$ cat config.mk
export PLATFORM = sky130hd
export DESIGN_NAME = bpu_upd_queue
export DESIGN_NICKNAME = d
export VERILOG_FILES = /design/src/rtl/bpu_upd_queue_pkg.sv /design/src/rtl/bpu_updq_ram.sv /design/src/rtl/bpu_upd_queue.sv
export SDC_FILE = /design/constraint.sdc
export NUM_CORES = 1
export LEC_CHECK = 0
export BUFFER_PORTS_ARGS = -buffer_cell sky130_fd_sc_hd__clkbuf_2
export CAP_MARGIN = 20
export CORE_MARGIN = 2
export CORE_UTILIZATION = 35
export DETAILED_ROUTE_END_ITERATION = 7
export PLACE_DENSITY = 0.62
export SLEW_MARGIN = 15
export SYNTH_ARGS = -nofsm -noshare
export SYNTH_HDL_FRONTEND = slang
export SYNTH_SLANG_ARGS = --single-unit
$ cat constraint.sdc
create_clock -name clk -period 14.7 [get_ports clk]
set_input_delay 2.94 -clock clk [delete_from_list [all_inputs] [get_ports clk]]
set_output_delay 2.94 -clock clk [all_outputs]
set_load 0.02 [all_outputs]
$ cat src/rtl/bpu_upd_queue_pkg.sv
// rtl/bpu_upd_queue_pkg.sv - BPU update record layout and update queue sizing
`ifndef BPU_UPD_QUEUE_DEFS
`define BPU_UPD_QUEUE_DEFS
`define CORE_PC_WIDTH 32
`define BTB_IDX_WIDTH 4
`define PHT_IDX_WIDTH 6
`define BPU_UPD_REC_WIDTH (3 + 2*`CORE_PC_WIDTH + `BTB_IDX_WIDTH + 2 + `PHT_IDX_WIDTH + 2)
// Record order MSB->LSB: taken, new_br, btb_type, btb_addr, btb_taddr, btb_idx, pht_entry, pht_idx, alias_err, tsucc
`define BPU_REC_TSUCC_BIT      0
`define BPU_REC_ALIAS_ERR_BIT  1
`define BPU_REC_PHT_IDX_LSB    2
`define BPU_REC_PHT_IDX_MSB    (`BPU_REC_PHT_IDX_LSB + `PHT_IDX_WIDTH - 1)
`define BPU_REC_PHT_ENTRY_LSB  (`BPU_REC_PHT_IDX_MSB + 1)
`define BPU_REC_PHT_ENTRY_MSB  (`BPU_REC_PHT_ENTRY_LSB + 1)
`define BPU_REC_BTB_IDX_LSB    (`BPU_REC_PHT_ENTRY_MSB + 1)
`define BPU_REC_BTB_IDX_MSB    (`BPU_REC_BTB_IDX_LSB + `BTB_IDX_WIDTH - 1)
`define BPU_REC_BTB_TADDR_LSB  (`BPU_REC_BTB_IDX_MSB + 1)
`define BPU_REC_BTB_TADDR_MSB  (`BPU_REC_BTB_TADDR_LSB + `CORE_PC_WIDTH - 1)
`define BPU_REC_BTB_ADDR_LSB   (`BPU_REC_BTB_TADDR_MSB + 1)
`define BPU_REC_BTB_ADDR_MSB   (`BPU_REC_BTB_ADDR_LSB + `CORE_PC_WIDTH - 1)
`define BPU_REC_BTB_TYPE_BIT   (`BPU_REC_BTB_ADDR_MSB + 1)
`define BPU_REC_NEW_BR_BIT     (`BPU_REC_BTB_TYPE_BIT + 1)
`define BPU_REC_TAKEN_BIT      (`BPU_REC_NEW_BR_BIT + 1)
`endif

package bpu_upd_queue_pkg;
   localparam int UPDQ_DEPTH_DEF = 4;
   localparam int UPDQ_PTR_W_DEF = 2;
   localparam int UPD_REC_W      = `BPU_UPD_REC_WIDTH;
endpackage

$ cat src/rtl/bpu_updq_ram.sv
// rtl/bpu_updq_ram.sv - update queue storage: one write port, one async read port, no reset
module bpu_updq_ram #(
   parameter int DEPTH = 4,
   parameter int PTR_W = 2,
   parameter int W     = 8
) (
   input  logic             clk,
   input  logic             wr_en,
   input  logic [PTR_W-1:0] wr_ptr,
   input  logic [W-1:0]     wr_data,
   input  logic [PTR_W-1:0] rd_ptr,
   output logic [W-1:0]     rd_data
);
   logic [W-1:0] mem_q [DEPTH];

   always_ff @(posedge clk) begin
      if (wr_en) mem_q[wr_ptr] <= wr_data;
   end

   assign rd_data = mem_q[rd_ptr];
endmodule

$ cat src/rtl/bpu_upd_queue.sv
// rtl/bpu_upd_queue.sv - resolved-branch update FIFO feeding the BPU update port
// BPU_UPDQ_BYPASS_EN: an empty, unheld queue forwards an incoming record in the same cycle.
module bpu_upd_queue
   import bpu_upd_queue_pkg::*;
#(
   parameter int UPDQ_DEPTH = UPDQ_DEPTH_DEF,
   parameter int UPDQ_PTR_W = UPDQ_PTR_W_DEF
) (
   input  logic                          clk,
   input  logic                          rst_n,
   input  logic                          i_csr_trap_flush,
   input  logic                          i_exu_mis_flush,
   input  logic                          i_exu_ls_flush,
   input  logic                          i_exu_updq_vld,
   output logic                          o_updq_exu_rdy,
   input  logic [`BPU_UPD_REC_WIDTH-1:0] i_exu_updq_rec,
   output logic                          o_iq_bpu_vld,
   output logic                          o_iq_bpu_taken,
   output logic                          o_iq_bpu_new_br,
   output logic                          o_iq_bpu_btb_type,
   output logic [`CORE_PC_WIDTH-1:0]     o_iq_bpu_btb_addr,
   output logic [`CORE_PC_WIDTH-1:0]     o_iq_bpu_btb_taddr,
   output logic [`BTB_IDX_WIDTH-1:0]     o_iq_bpu_btb_idx,
   output logic [1:0]                    o_iq_bpu_pht_entry,
   output logic [`PHT_IDX_WIDTH-1:0]     o_iq_bpu_pht_idx,
   output logic                          o_iq_bpu_alias_err,
   output logic                          o_iq_bpu_tsucc,
   output logic [UPDQ_PTR_W:0]           o_updq_cnt,
   output logic                          o_updq_drop
);
   logic [UPDQ_PTR_W:0]  wr_ptr_q, wr_ptr_d, rd_ptr_q, rd_ptr_d;
   logic                 drop_q, drop_d;
   logic                 hold, empty, full, push, pop, wr_en, bypass;
   logic [UPD_REC_W-1:0] ram_rd_data, head, rec_out;

   assign hold  = i_csr_trap_flush | i_exu_mis_flush | i_exu_ls_flush;
   assign empty = (wr_ptr_q == rd_ptr_q);
   assign full  = (wr_ptr_q[UPDQ_PTR_W] != rd_ptr_q[UPDQ_PTR_W]) &&
                  (wr_ptr_q[UPDQ_PTR_W-1:0] == rd_ptr_q[UPDQ_PTR_W-1:0]);
   assign push  = i_exu_updq_vld & ~full;

`ifdef BPU_UPDQ_BYPASS_EN
   assign bypass = empty & push & ~hold;
`else
   assign bypass = 1'b0;
`endif

   assign o_iq_bpu_vld = ~empty | bypass;
   assign pop          = o_iq_bpu_vld & ~hold;
   // A bypassed record is consumed directly and never touches storage or pointers.
   assign wr_en        = push & ~bypass;
   assign head         = bypass ? i_exu_updq_rec : ram_rd_data;

   always_comb begin
      wr_ptr_d = wr_ptr_q;
      rd_ptr_d = rd_ptr_q;
      drop_d   = drop_q;
      if (wr_en)          wr_ptr_d = wr_ptr_q + (UPDQ_PTR_W+1)'(1);
      if (pop & ~bypass)  rd_ptr_d = rd_ptr_q + (UPDQ_PTR_W+1)'(1);
      if (i_exu_updq_vld & full) drop_d = 1'b1;
   end

   always_ff @(posedge clk or negedge rst_n) begin
      if (!rst_n) begin
         wr_ptr_q <= '0;
         rd_ptr_q <= '0;
         drop_q   <= 1'b0;
      end else begin
         wr_ptr_q <= wr_ptr_d;
         rd_ptr_q <= rd_ptr_d;
         drop_q   <= drop_d;
      end
   end

   bpu_updq_ram #(
      .DEPTH (UPDQ_DEPTH),
      .PTR_W (UPDQ_PTR_W),
      .W     (UPD_REC_W)
   ) u_ram (
      .clk     (clk),
      .wr_en   (wr_en),
      .wr_ptr  (wr_ptr_q[UPDQ_PTR_W-1:0]),
      .wr_data (i_exu_updq_rec),
      .rd_ptr  (rd_ptr_q[UPDQ_PTR_W-1:0]),
      .rd_data (ram_rd_data)
   );

   assign o_updq_cnt     = wr_ptr_q - rd_ptr_q;
   assign o_updq_exu_rdy = ~full;
   assign o_updq_drop    = drop_q;

   // Storage is unreset, so the record is masked whenever nothing valid is presented.
   assign rec_out = o_iq_bpu_vld ? head : '0;

   assign o_iq_bpu_taken     = rec_out[`BPU_REC_TAKEN_BIT];
   assign o_iq_bpu_new_br    = rec_out[`BPU_REC_NEW_BR_BIT];
   assign o_iq_bpu_btb_type  = rec_out[`BPU_REC_BTB_TYPE_BIT];
   assign o_iq_bpu_btb_addr  = rec_out[`BPU_REC_BTB_ADDR_MSB:`BPU_REC_BTB_ADDR_LSB];
   assign o_iq_bpu_btb_taddr = rec_out[`BPU_REC_BTB_TADDR_MSB:`BPU_REC_BTB_TADDR_LSB];
   assign o_iq_bpu_btb_idx   = rec_out[`BPU_REC_BTB_IDX_MSB:`BPU_REC_BTB_IDX_LSB];
   assign o_iq_bpu_pht_entry = rec_out[`BPU_REC_PHT_ENTRY_MSB:`BPU_REC_PHT_ENTRY_LSB];
   assign o_iq_bpu_pht_idx   = rec_out[`BPU_REC_PHT_IDX_MSB:`BPU_REC_PHT_IDX_LSB];
   assign o_iq_bpu_alias_err = rec_out[`BPU_REC_ALIAS_ERR_BIT];
   assign o_iq_bpu_tsucc     = rec_out[`BPU_REC_TSUCC_BIT];
endmodule

# After elaboration in Yosys (flattened, before gate mapping)
# Memories as Yosys holds them, arrays and structs flattened.
# Cells that the tools add are included.
# totals
word_cells,22
memories,1
reg_bits,7
inputBits,87
mem_bits_rw,324
out_inout_bits,87
# op_classes
n_mux,3
n_reduce_logical,1
n_bitwise,8
eq_ne,3
add_sub_neg,3
# memory_table
memory,depth,word_bits,read_ports,rd_clocked_by_memory_dff,wr,line,text
u_ram.mem_q,4,81,1,0,1,bpu_updq_ram.sv:14,logic [W-1:0] mem_q [DEPTH];
# op_table
op,count
$mux 81,1
$add 3x1->3 const B,2
$and 1x1->1,3
$eq 3x3->1,1
$not 1->1,3
$sub 3x3->3,1
$eq 2x2->1,1
$mux 1,2
$or 1x1->1,2
$logic_and 1x1->1,1
$ne 1x1->1,1

# Logic depth before layout (Yosys ltp)
# depth
word_depth,6
ltp_mapped,8
mapped_depth_nobuf,5

# Cells and area by module
# From an unflattened synthesis, not the netlist that was laid out.
# hier_totals
cells_unflattened,553
hier_area_um2,12826.1
# modules_own_cells
module,cells_per_inst,seq_area_each_um2,area_each_um2,instances
bpu_updq_ram,427,9729.3,11800.1,1
bpu_upd_queue,126,175.2,1026.0,1

# Worst setup path after synthesis
# Ideal clock, no wire load.
# synth_path
kind,in2reg
from,in i_exu_updq_vld
to,mem u_ram.mem_q[3][0] (netlist name) (enable)
cell_stages,2
slack_ns,7.008
required_time_ns,14.128
arrival_time_ns,7.120
setup_time_ns,0.572
path_buffers,0
path_cell_list,nand2_1 -> a31oi_1
# synth_between
elab_chain_cells,3
# synth_lines
item,line,text
"start, declared",bpu_upd_queue.sv:14,"input logic i_exu_updq_vld,"
$and 1x1->1,bpu_upd_queue.sv:40,assign push = i_exu_updq_vld & ~full;
$mux 1,bpu_updq_ram.sv:17,if (wr_en) mem_q[wr_ptr] <= wr_data;
$mux 1 (not written as such),bpu_updq_ram.sv:17,
"end, declared",bpu_updq_ram.sv:14,
# No other way between the ends.

# Worst setup path in the final report
# layout_path
from,reg rd_ptr_q[0]
to,out o_iq_bpu_btb_taddr[6]
# layout_between
elab_chain_cells,2
elab_cells_between_ends,3
classes_between,1 x eq/ne; 1 x mux; 1 x memory
# layout_lines
item,line,text
"start, declared",bpu_upd_queue.sv:31,"logic [UPDQ_PTR_W:0] wr_ptr_q, wr_ptr_d, rd_ptr_q, rd_ptr_d;"
"start signal, assigned",bpu_upd_queue.sv:70,rd_ptr_q <= rd_ptr_d;
$mem_v2 4x81 or $eq 3x3->1 (tied branches),--,
$mux 81 *,bpu_upd_queue.sv:93,assign rec_out = o_iq_bpu_vld ? head : '0;
"end, declared",bpu_upd_queue.sv:22,"output logic [`CORE_PC_WIDTH-1:0] o_iq_bpu_btb_taddr,"
# Every way passes the cells marked *; elsewhere a longest branch is shown, timed or not.

==> metrics <==
outcome complete, no violations; flops & latches, synth 331; WHS Path Cells 1; DP HPWL 14.4 mm; largest net degree at the start of global routing 64; predominant post-synthesis flop cell edfxtp_1; # H-tree levels 2; setup TNS 0 ns; setup ws final 7.91 ns; final hold viol count 0; Sw Ratio 0.351; drt pass-1 iters 4; Routed WL 25.5 mm; worst slew pin tran 1.05 ns; core footprint 35600 µm²; Final ANT Viol Nets 0; reported net switching power 1280 µW; Power, Total 3630 µW; number of global-route vias before repair 6560; warnings from Yosys 0; Post-synth EDFFs 324; vias 5996; die height 194 µm; Slew headroom 0.297; Sink Count 331; most frequent cells in the layout edfxtp_1 (324), clkbuf_2 (173), mux4_2 (81), nor2b_1 (81), clkbuf_16 (37); Pwr Density 238 nW/µm²; number of I/O port buffers 173; max-slew violation count 0; Clock Tree Root clkbuf_16; Flop pwr share 0.376; DIE AREA 37700 µm²; GRT met1 Usage 0.185; Worst setup EP type output pin; vias per inst 4.85; Die W 194 µm; first-pass GRT wire length 39.6 mm; All-Layer GR Usage 0.137; post-synth top area cell edfxtp_1; synthesized area per cell 22.8 µm²; post-synthesis cell count 555; Synth top area share 0.768; crit share post-route 0.462; dpl ws 8.29 ns; Hold-fix buffers, CTS 0; Final GP Congestion 0.686; met3 Resource Use GR 0.0376; Tmin final 6.79 ns; crit start category flop; worst clock skew 0.0128 ns; Post-route DRC 0; asr flop ratio synth 0.0211; critical path class reg -> out; R2R depth 4; final setup fails 0; Worst EP arrival 3.85 ns; Fmax 147 MHz; starting density of the core 0.356; post-CTS setup buffers 0; CTS tree yes; distinct cell type count after synthesis 23; GRT Max-Usage Layer met2; maximum VDD drop 143 µV; Top Ports 174; worst skew pair latency 0.52 ns; Max Cap Viol 0; share of cells above drive strength 1 0.422; required time worst endpoint 11.76 ns; Hold WC Path Type reg -> reg; num rows 69; P&R area growth vs syn 20.7%; GR Overflow Total 0; CTS buffer count 37; Crit Path Max Fanout 43; most common cell after layout, fill and taps aside edfxtp_1; combinational share of power 0.369; Net count, final 844; clock share of power 0.255; post-synth net total 650; wire per inst 20.6 µm; Post-CTS Resized 0; Pint 2360 µW; initial antenna violation count 3; GR Util met2 0.218; LEAKAGE 0.00528 µW; Fillers 3096; First DRT Iteration DRCs 365; Seq/Total Area, Yosys 0.782; Post-Syn Area 12700 µm²; Clock Path Buffers 3; Clock Pin Slew Worst Setup and Hold Paths 0.06 ns; Synth area leaders edfxtp_1 (77%), mux4_2 (14%), nor2b_1 (4.0%), dfrtp_1 (1.4%), ha_1 (0.69%); RSZ-0062 raised after global routing no
==> power groups by stage <==
stage                     Clock, µW  Sequential [µW]  Combinational [µW]
after floorplan                   0             1340                 963
after global placement            0             1380                1370
after detailed placement          0             1390                1380
after CTS                       958             1370                1380
after global routing            990             1390                1460
final                           927             1370                1340
==> flip-flops by register name, indices dropped and copies added, names as in the netlist <==
name         cells
u_ram.mem_q    324
o_updq_drop      1
wr_ptr_q         3
rd_ptr_q         3
==> kinds of logic (layout without fill, tap and decap cells) <==
family / after synthesis / in the layout / synth area share
XOR/XNOR: 6 / 6 / 0.00474
adder cells (fa/ha/maj): 8 / 8 / 0.00849
AO/OA/AOI/OAI: 5 / 5 / 0.00257
buffers and inverters: 33 / 252 / 0.0129
multiplexers: 83 / 83 / 0.146
AND/OR/NAND/NOR: 89 / 89 / 0.0437
flip-flops: 331 / 331 / 0.782
other: 0 / 2 / 0
==> through the flow <==
step | instances | util | cell area [µm²] | hold slack [ns]
floorplan | 555 | - | 12700 | 0.493
global placement | 1171 | 0.395 | 14100 | 0.467
detailed placement | 1171 | 0.395 | 14100 | 0.466
CTS | 1235 | 0.430 | 15300 | 0.483
global route | 1235 | 0.430 | 15300 | 0.508
finish | 1237 | 0.430 | 15300 | 0.479
==> synthesized netlist by cell type, types with 2 or more instances <==
library cell  instances
xnor2_1               3
mux2_2                2
edfxtp_1            324
xor2_1                2
buf_4                 8
mux4_2               81
and2_2                3
clkbuf_1             10
nand2_1               2
buf_2                 8
ha_1                  7
nor2b_1              81
inv_1                 7
dfrtp_1               7
a31oi_1               2
==> path summary, 6_finish.rpt <==
check | from | to | slack, ns
min | o_updq_drop$_DFFE_PN0P_ | o_updq_drop$_DFFE_PN0P_ | 0.48
min in group asynchronous | rst_n | rd_ptr_q[1]$_DFFE_PN0P_ | 2.26
min reg2reg | o_updq_drop$_DFFE_PN0P_ | o_updq_drop$_DFFE_PN0P_ | 0.48
max | rd_ptr_q[0]$_DFFE_PN0P_ | o_iq_bpu_btb_taddr[6] | 7.91
max in group asynchronous | rst_n | rd_ptr_q[0]$_DFFE_PN0P_ | 12.24
max reg2reg | rd_ptr_q[0]$_DFFE_PN0P_ | u_ram.mem_q[0][20]$_DFFE_PP_ | 11.01
==> per-layer routing <==
layer | vias to the layer above | wire [µm]
li1 | 2655 | -
met1 | 3129 | 11100
met2 | 170 | 12200
met3 | 42 | 1620
met4 | 0 | 542
met5 | - | 0
==> final cells by class <==
class	instances	area, µm²	area share
clock buffers	39	933	0.0611
repair buffers	181	926	0.0606
flip-flops and latches	331	9910	0.648
multi-input cells	191	2620	0.172
well taps	461	577	0.0377
clock inverters	25	285	0.0187
inverters	7	26.3	0.00172
diodes	2	5.00	0.000327
==> worst max-delay path, stage by stage, from the launching register on <==
cell      delay (ns)
dfrtp_4         0.99
ha_1            0.39
nand2_1         0.15
nor2_4          0.81
buf_4           0.64
nor2b_1         0.12
clkbuf_2        0.18
Power figures use the tool's default switching activity.
